`config.mk`:
```
export PLATFORM = sky130hd
export DESIGN_NAME = washing_machine
export DESIGN_NICKNAME = d
export VERILOG_FILES = /design/src/rtl/washing_machine_pkg.sv /design/src/rtl/washing_machine.sv
export SDC_FILE = /design/constraint.sdc
export NUM_CORES = 1
export LEC_CHECK = 0
export CAP_MARGIN = 20
export CELL_PAD_IN_SITES_DETAIL_PLACEMENT = 0
export CELL_PAD_IN_SITES_GLOBAL_PLACEMENT = 2
export CORE_MARGIN = 2
export CORE_UTILIZATION = 26
export DETAILED_ROUTE_END_ITERATION = 7
export GPL_ROUTABILITY_DRIVEN = 1
export PLACE_DENSITY_LB_ADDON = 0.08
export REMOVE_ABC_BUFFERS = 1
export SLEW_MARGIN = 20
export SYNTH_ARGS = -nofsm -noshare
export SYNTH_HDL_FRONTEND = slang
export SYNTH_SLANG_ARGS = --single-unit
```
`constraint.sdc`:
```
create_clock -name clk -period 1.8 [get_ports clk]
set_input_delay 0.27 -clock clk [delete_from_list [all_inputs] [get_ports clk]]
set_output_delay 0.27 -clock clk [all_outputs]
set_load 0.01 [all_outputs]
```
`src/rtl/washing_machine_pkg.sv`:
```
// Shared state encoding, actuator bundle and per-state output decode
// for the washing machine sequencer.
package washing_machine_pkg;

    typedef enum logic [2:0] {
        IDLE          = 3'd0,
        CHECK_DOOR    = 3'd1,
        FILL_WATER    = 3'd2,
        ADD_DETERGENT = 3'd3,
        WASH          = 3'd4,
        DRAIN_WATER   = 3'd5,
        SPIN          = 3'd6,
        DONE          = 3'd7
    } wm_state_e;

    typedef struct packed {
        logic done;
        logic door_lock;
        logic fill_valve;
        logic drain_pump;
        logic spin_mode;
        logic motor;
    } wm_out_t;

    // With the door open mid-program only the lock stays engaged.
    function automatic wm_out_t decode_out(input wm_state_e s, input logic door);
        wm_out_t o;
        o = '0;
        case (s)
            FILL_WATER:    begin o.door_lock = 1'b1; o.fill_valve = door; end
            ADD_DETERGENT: o.door_lock = 1'b1;
            WASH:          begin o.door_lock = 1'b1; o.motor = door; end
            DRAIN_WATER:   begin o.door_lock = 1'b1; o.drain_pump = door; end
            SPIN:          begin o.door_lock = 1'b1; o.spin_mode = door; o.motor = door; end
            DONE:          o.done = 1'b1;
            default:       o = '0;
        endcase
        return o;
    endfunction

endpackage

```
`src/rtl/washing_machine.sv`:
```
// Moore sequencer: door check, fill, detergent, wash, drain, spin, done.
// Outputs are decoded from the next state and registered.
module washing_machine
    import washing_machine_pkg::*;
(
    input  logic clk,
    input  logic reset,
    input  logic start,
    input  logic door_close,
    input  logic filled_water,
    input  logic add_detergent,
    input  logic cycle,
    input  logic drain_water,
    input  logic spin,
    output logic done,
    output logic _door_close,
    output logic water_filled,
    output logic _water_drain,
    output logic _spin,
    output logic motor_on
);

    wm_state_e state, nxt;
    wm_out_t   out_q;

    always_ff @(posedge clk or negedge reset) begin
        if (!reset) begin
            state <= IDLE;
            out_q <= '0;
        end else begin
            state <= nxt;
            out_q <= decode_out(nxt, door_close);
        end
    end

    // Mid-program states only advance while the door is closed.
    always_comb begin
        nxt = state;
        case (state)
            IDLE:          if (start) nxt = CHECK_DOOR;
            CHECK_DOOR:    if (door_close) nxt = FILL_WATER;
            FILL_WATER:    if (door_close && filled_water) nxt = ADD_DETERGENT;
            ADD_DETERGENT: if (door_close && add_detergent) nxt = WASH;
            WASH:          if (door_close && cycle) nxt = DRAIN_WATER;
            DRAIN_WATER:   if (door_close && drain_water) nxt = SPIN;
            SPIN:          if (door_close && spin) nxt = DONE;
            DONE:          if (!start) nxt = IDLE;
            default:       nxt = IDLE;
        endcase
    end

    assign done         = out_q.done;
    assign _door_close  = out_q.door_lock;
    assign water_filled = out_q.fill_valve;
    assign _water_drain = out_q.drain_pump;
    assign _spin        = out_q.spin_mode;
    assign motor_on     = out_q.motor;

endmodule

```
## After elaboration in Yosys (flattened, before gate mapping)

Cells that the tools add are included.

| storage, ports and cells | value |
|---|---|
| output and inout port bits | 6 |
| word-level logic and storage cells | 43 |
| register bits after elaboration | 9 |

| cells by class | value |
|---|---|
| muxes and demuxes | 15 |
| reduce and logical (&&, ||, !) cells | 8 |
| equality and inequality tests | 13 |

Operators by type and width:

| cell | number |
|---|---|
| $eq 3x3->1 const B | 8 |
| $mux 3 | 8 |
| $pmux 3 s8 | 1 |
| $eq 3x2->1 const B | 4 |
| $mux 1 | 6 |
| $logic_and 1x1->1 | 5 |
| $reduce_or 5->1 | 1 |
| $eq 3x1->1 const B | 1 |
| $logic_not 3->1 | 1 |
| $reduce_or 2->1 | 1 |

## Logic depth before layout (Yosys ltp)

| depth | value |
|---|---|
| word-level depth | 6 |
| depth in mapped cells | 5 |
| mapped depth without buffers | 4 |

## Least setup slack after synthesis

No wires, ideal clock.

| timing | value |
|---|---|
| path kind | reg2reg |
| start point | reg state[0] |
| end point | reg out_q, in the netlist _water_drain |
| setup time | 120 ps |
| path buffers | 1 |
| cell stages (with the launch flop) | 5 |
| data required time | 1680 ps |
| clock period less this slack | 1446 ps |
| setup slack | 354 ps |
| data arrival time | 1326 ps |
| cells stage by stage | dfrtp_1 -> buf_2 -> or4_1 -> o31a_4 -> and4_1 |

| between the ends | value |
|---|---|
| longest elaborated chain between the ends | 4 |

RTL lines:

| item | RTL line | text |
|---|---|---|
| from (decl) | washing_machine.sv:23 | `wm_state_e state, nxt;` |
| from (signal assigned) | washing_machine.sv:31 | `state <= nxt;` |
| $eq 3x3->1, or another cell as far along | washing_machine.sv:39 | `case (state)` |
| $pmux 3 s8 * | washing_machine.sv:39 |  |
| via nxt[0] | washing_machine.sv:23 |  |
| $eq 3x3->1 * | washing_machine_pkg.sv:29 | `case (s)` |
| $mux 1 * | washing_machine_pkg.sv:29 |  |
| to (signal assigned) | washing_machine.sv:32 | `out_q <= decode_out(nxt, door_close);` |
| to (decl) | washing_machine.sv:24 | `wm_out_t out_q;` |

The timed path passes the listed nets; every way through them passes the cells marked *.

## Worst setup path in the final report

| timing | value |
|---|---|
| start point | reg state[2] |
| end point | reg out_q, in the netlist water_filled |

| between the ends | value |
|---|---|
| longest elaborated chain between the ends | 4 |

RTL lines:

| item | RTL line |
|---|---|
| $eq 3x3->1, or another cell as far along | washing_machine.sv:39 |
| $pmux 3 s8 * | washing_machine.sv:39 |
| via nxt[0] | washing_machine.sv:23 |
| $eq 3x2->1 * | washing_machine_pkg.sv:29 |
| $mux 1 * | washing_machine_pkg.sv:29 |

Marks and branches as above.

==> results.md <==
* Syn avg cell area at around 11 um^2
* Top sig layer: met3
* Power, Total at between 1000 and 1500 uW
* Clock Tree Buf Depth at 2
* Layout fillers at 168
* VDD IR-drop max at 659.3 uV
* Met2 WL post-DR at 544 um
* Multi-input logic area at about 210 um^2
* Height of the die at between 40 and 50 um
* Post-synthesis mux area share at about 2.2%
* Tcrit/Tclk final at 91.76%
* # Max-Cap Violations at 0
* Vias in the first global route at 343
* Critical Path End Type: flop
* Metal-1 WL at 455 um
* I/O pin count at 15
* CTS Root Cell: clkbuf_4
* Register Area at 225.2 um^2
* Seq/Total Area, Yosys at 48.78%
* Initial Utilization at about 27%
* Synthesis-to-layout area growth at 42.28%
* Rows at 15
* DRC errors left at 0
* Nature of the critical path startpoint: flop
* DR vias/cell at 4.821
* Clock slew at reported path FFs at 0.06 ns
* XOR/XNOR share of the synthesized area at 0%
* CTS tree: built
* 1st-iter DRT viols at 6
* Synth Area in Adders at 0%
* Crit-path max FO at 7
* Core ar. at 0.001689 mm^2
* Share of cells above drive strength 1 at 19.67%
* WP data required at just under 2 ns
* Post-detail-place hpwl at 838.3 um
* IO buf count at 14
* Final worst path period need at 1.652 ns
* TritonCTS buffer count at 3
* Via Count at between 300 and 400
* GRT Overall Usage at 10.96%
* Post-synth top area share at 48.78%
* Yosys reg bits at 9
* Synth area leader: dfrtp_1
* Synthesized instance count at 42
* Worst Hold Class: primary input to asynchronous set/reset pin
* Slew HR at 74.37%
* Synth top area cells: dfrtp_1 (49%), a2111oi_4 (6.0%), o31a_4 (3.8%), nor3_1 (3.3%), inv_1 (3.3%)
* Final ANT Viol Nets at 0
* # Post-CTS Setup Buffers at 0
* Die width at 46.14 um
* Slew @ Worst Pin at 0.3832 ns
* Wirelength per Cell at between 10 and 15 um
* Max-slew violation count at 0
* Largest family of logic cells by synthesized area: simple AND/OR/NAND/NOR gates
* Largest net degree at the start of global routing at 11
* First-pass GRT wire length at 1552 um
* Ys flop type: dfrtp_1
* Cell Area, Synth at 461.7 um^2
* RSZ-0062 raised after global routing: false
* Async S/R FF share, synth at 100.0%
* Classification of the worst setup path: flop to flop
* Diode count at 0
* GRT overflow at 0
* Post-Synth Simple-Gate Area at between 20% and 30%
* H-tree lvl count at 1
* Die Area at between 0.002 and 0.0025 mm^2
* Final setup fails at 0
* Clock latency on the worst-skew pair at 0.26 ns
* Final hold viol count at 0
* Initial antenna violation count at 0
* Detailed Routing Iterations Pass 1 at 4
* Leak pwr at 0.0002867 uW
* Post-CTS sizing at 0
* Compound-Gate Fraction of Synth Area at 20.60%
* FMAX at 605.5 MHz
* Layout Skew at approximately 0.0027 ns
* Non-filler cells, final at 78
* Worst Path Arrival at 1.80 ns
* Yosys cell types at 22
* Status: complete, no violations
* CTS Sinks at 9
* Synthesis warning total at 0
* Hold_buf cts at 0
* Total wire length at slightly above 1000 um
* Routability cong. at 0.7791
* Final nets at 71
* Post-synth EDFFs at 0
* PD cells at about 1500 mW/mm^2
* Post-Place Cells at 74
* Met3 wire length at roughly 31 um
[routing by layer]
layer  track usage (%)  up-vias
met5                 0        -
met4             3.429        0
met3             4.706        0
met2             18.89       10
met1             12.02      173
li1                  -      193
[where the power goes]
group	switching, uW	total, uW	internal, uW
registers	102	382	280
clock network	71.8	154	82.0
logic	216	480	264
total	390	1020	626
[critical path: stages (launching register included)]
cell,delay (ns)
dfrtp_1,0.47
mux2i_1,0.31
a2111oi_4,0.12
o31a_4,0.37
nor4_1,0.27
[layout make-up]
type                       instances  share of cell area [%]
sequential                         9                   34.29
multi-input combinational         27                   31.24
timing repair buffer              17                   24.76
clock buffer                       3                   3.429
tap                               17                   3.238
inverter                           4                   2.286
clock inverter                     1                  0.7619
[cell families after synthesis]
family,Yosys count
and+or+nand+nor,18
DFF,9
buffers and inverters,6
AOI/OAI and AO/OA,8
muxes,1
[synthesized netlist by cell type, types with 2 or more instances]
| cell | instances |
|---|---|
| a21oi_1 | 2 |
| dfrtp_1 | 9 |
| inv_1 | 4 |
| nand2_1 | 4 |
| nand2b_1 | 2 |
| nor2_1 | 3 |
| nor3_1 | 3 |
[registers in the layout (all words and copies together) (netlist names)]
register / cells
_door_close: 1
_spin: 1
motor_on: 1
done: 1
water_filled: 1
state: 3
_water_drain: 1
[placed cells by master, fill, tap and decap left out, drive strengths merged, types with 2 or more instances in the layout]
cell type,Yosys,routed
inv,4,4
nor3,3,3
clkdlybuf4s50,0,14
dfrtp,9,9
nand2,4,4
buf,2,3
clkbuf,0,3
nand2b,2,2
nor2,3,3
a21oi,2,2
[per-stage QoR]
stage / worst slack, ns / instance area, um^2 / hold WS, ns / TNS [ns] / util [%]
final: 0.1483 / 656.9 / 0.2924 / 0 / 38.89
after global routing: 0.08294 / 656.9 / 0.3145 / 0 / 38.89
after CTS: 0.1069 / 656.9 / 0.2960 / 0 / 38.89
after detailed placement: -0.1441 / 629.4 / 0.5841 / -0.1780 / 37.26
after global placement: -0.01915 / 629.4 / 0.5723 / -0.01915 / 37.26
after floorplan: 0.3527 / 445.4 / -0.02559 / 0 / -
[worst paths after layout]
kind / cells after the start / start / endpoint / slack (ns)
worst min register to register: 2 / state[2]$_DFF_PN0_ / done$_DFF_PN0_ / 0.70
worst max-delay path: 4 / state[2]$_DFF_PN0_ / water_filled$_DFF_PN0_ / 0.15
worst min-delay path: 1 / reset / state[2]$_DFF_PN0_ / 0.29
worst max register to register: 4 / state[2]$_DFF_PN0_ / water_filled$_DFF_PN0_ / 0.15
max in group asynchronous: 1 / reset / water_filled$_DFF_PN0_ / 1.23
min in group clk: 2 / state[2]$_DFF_PN0_ / done$_DFF_PN0_ / 0.70
Note: power is estimated with default switching activity, not from simulation.
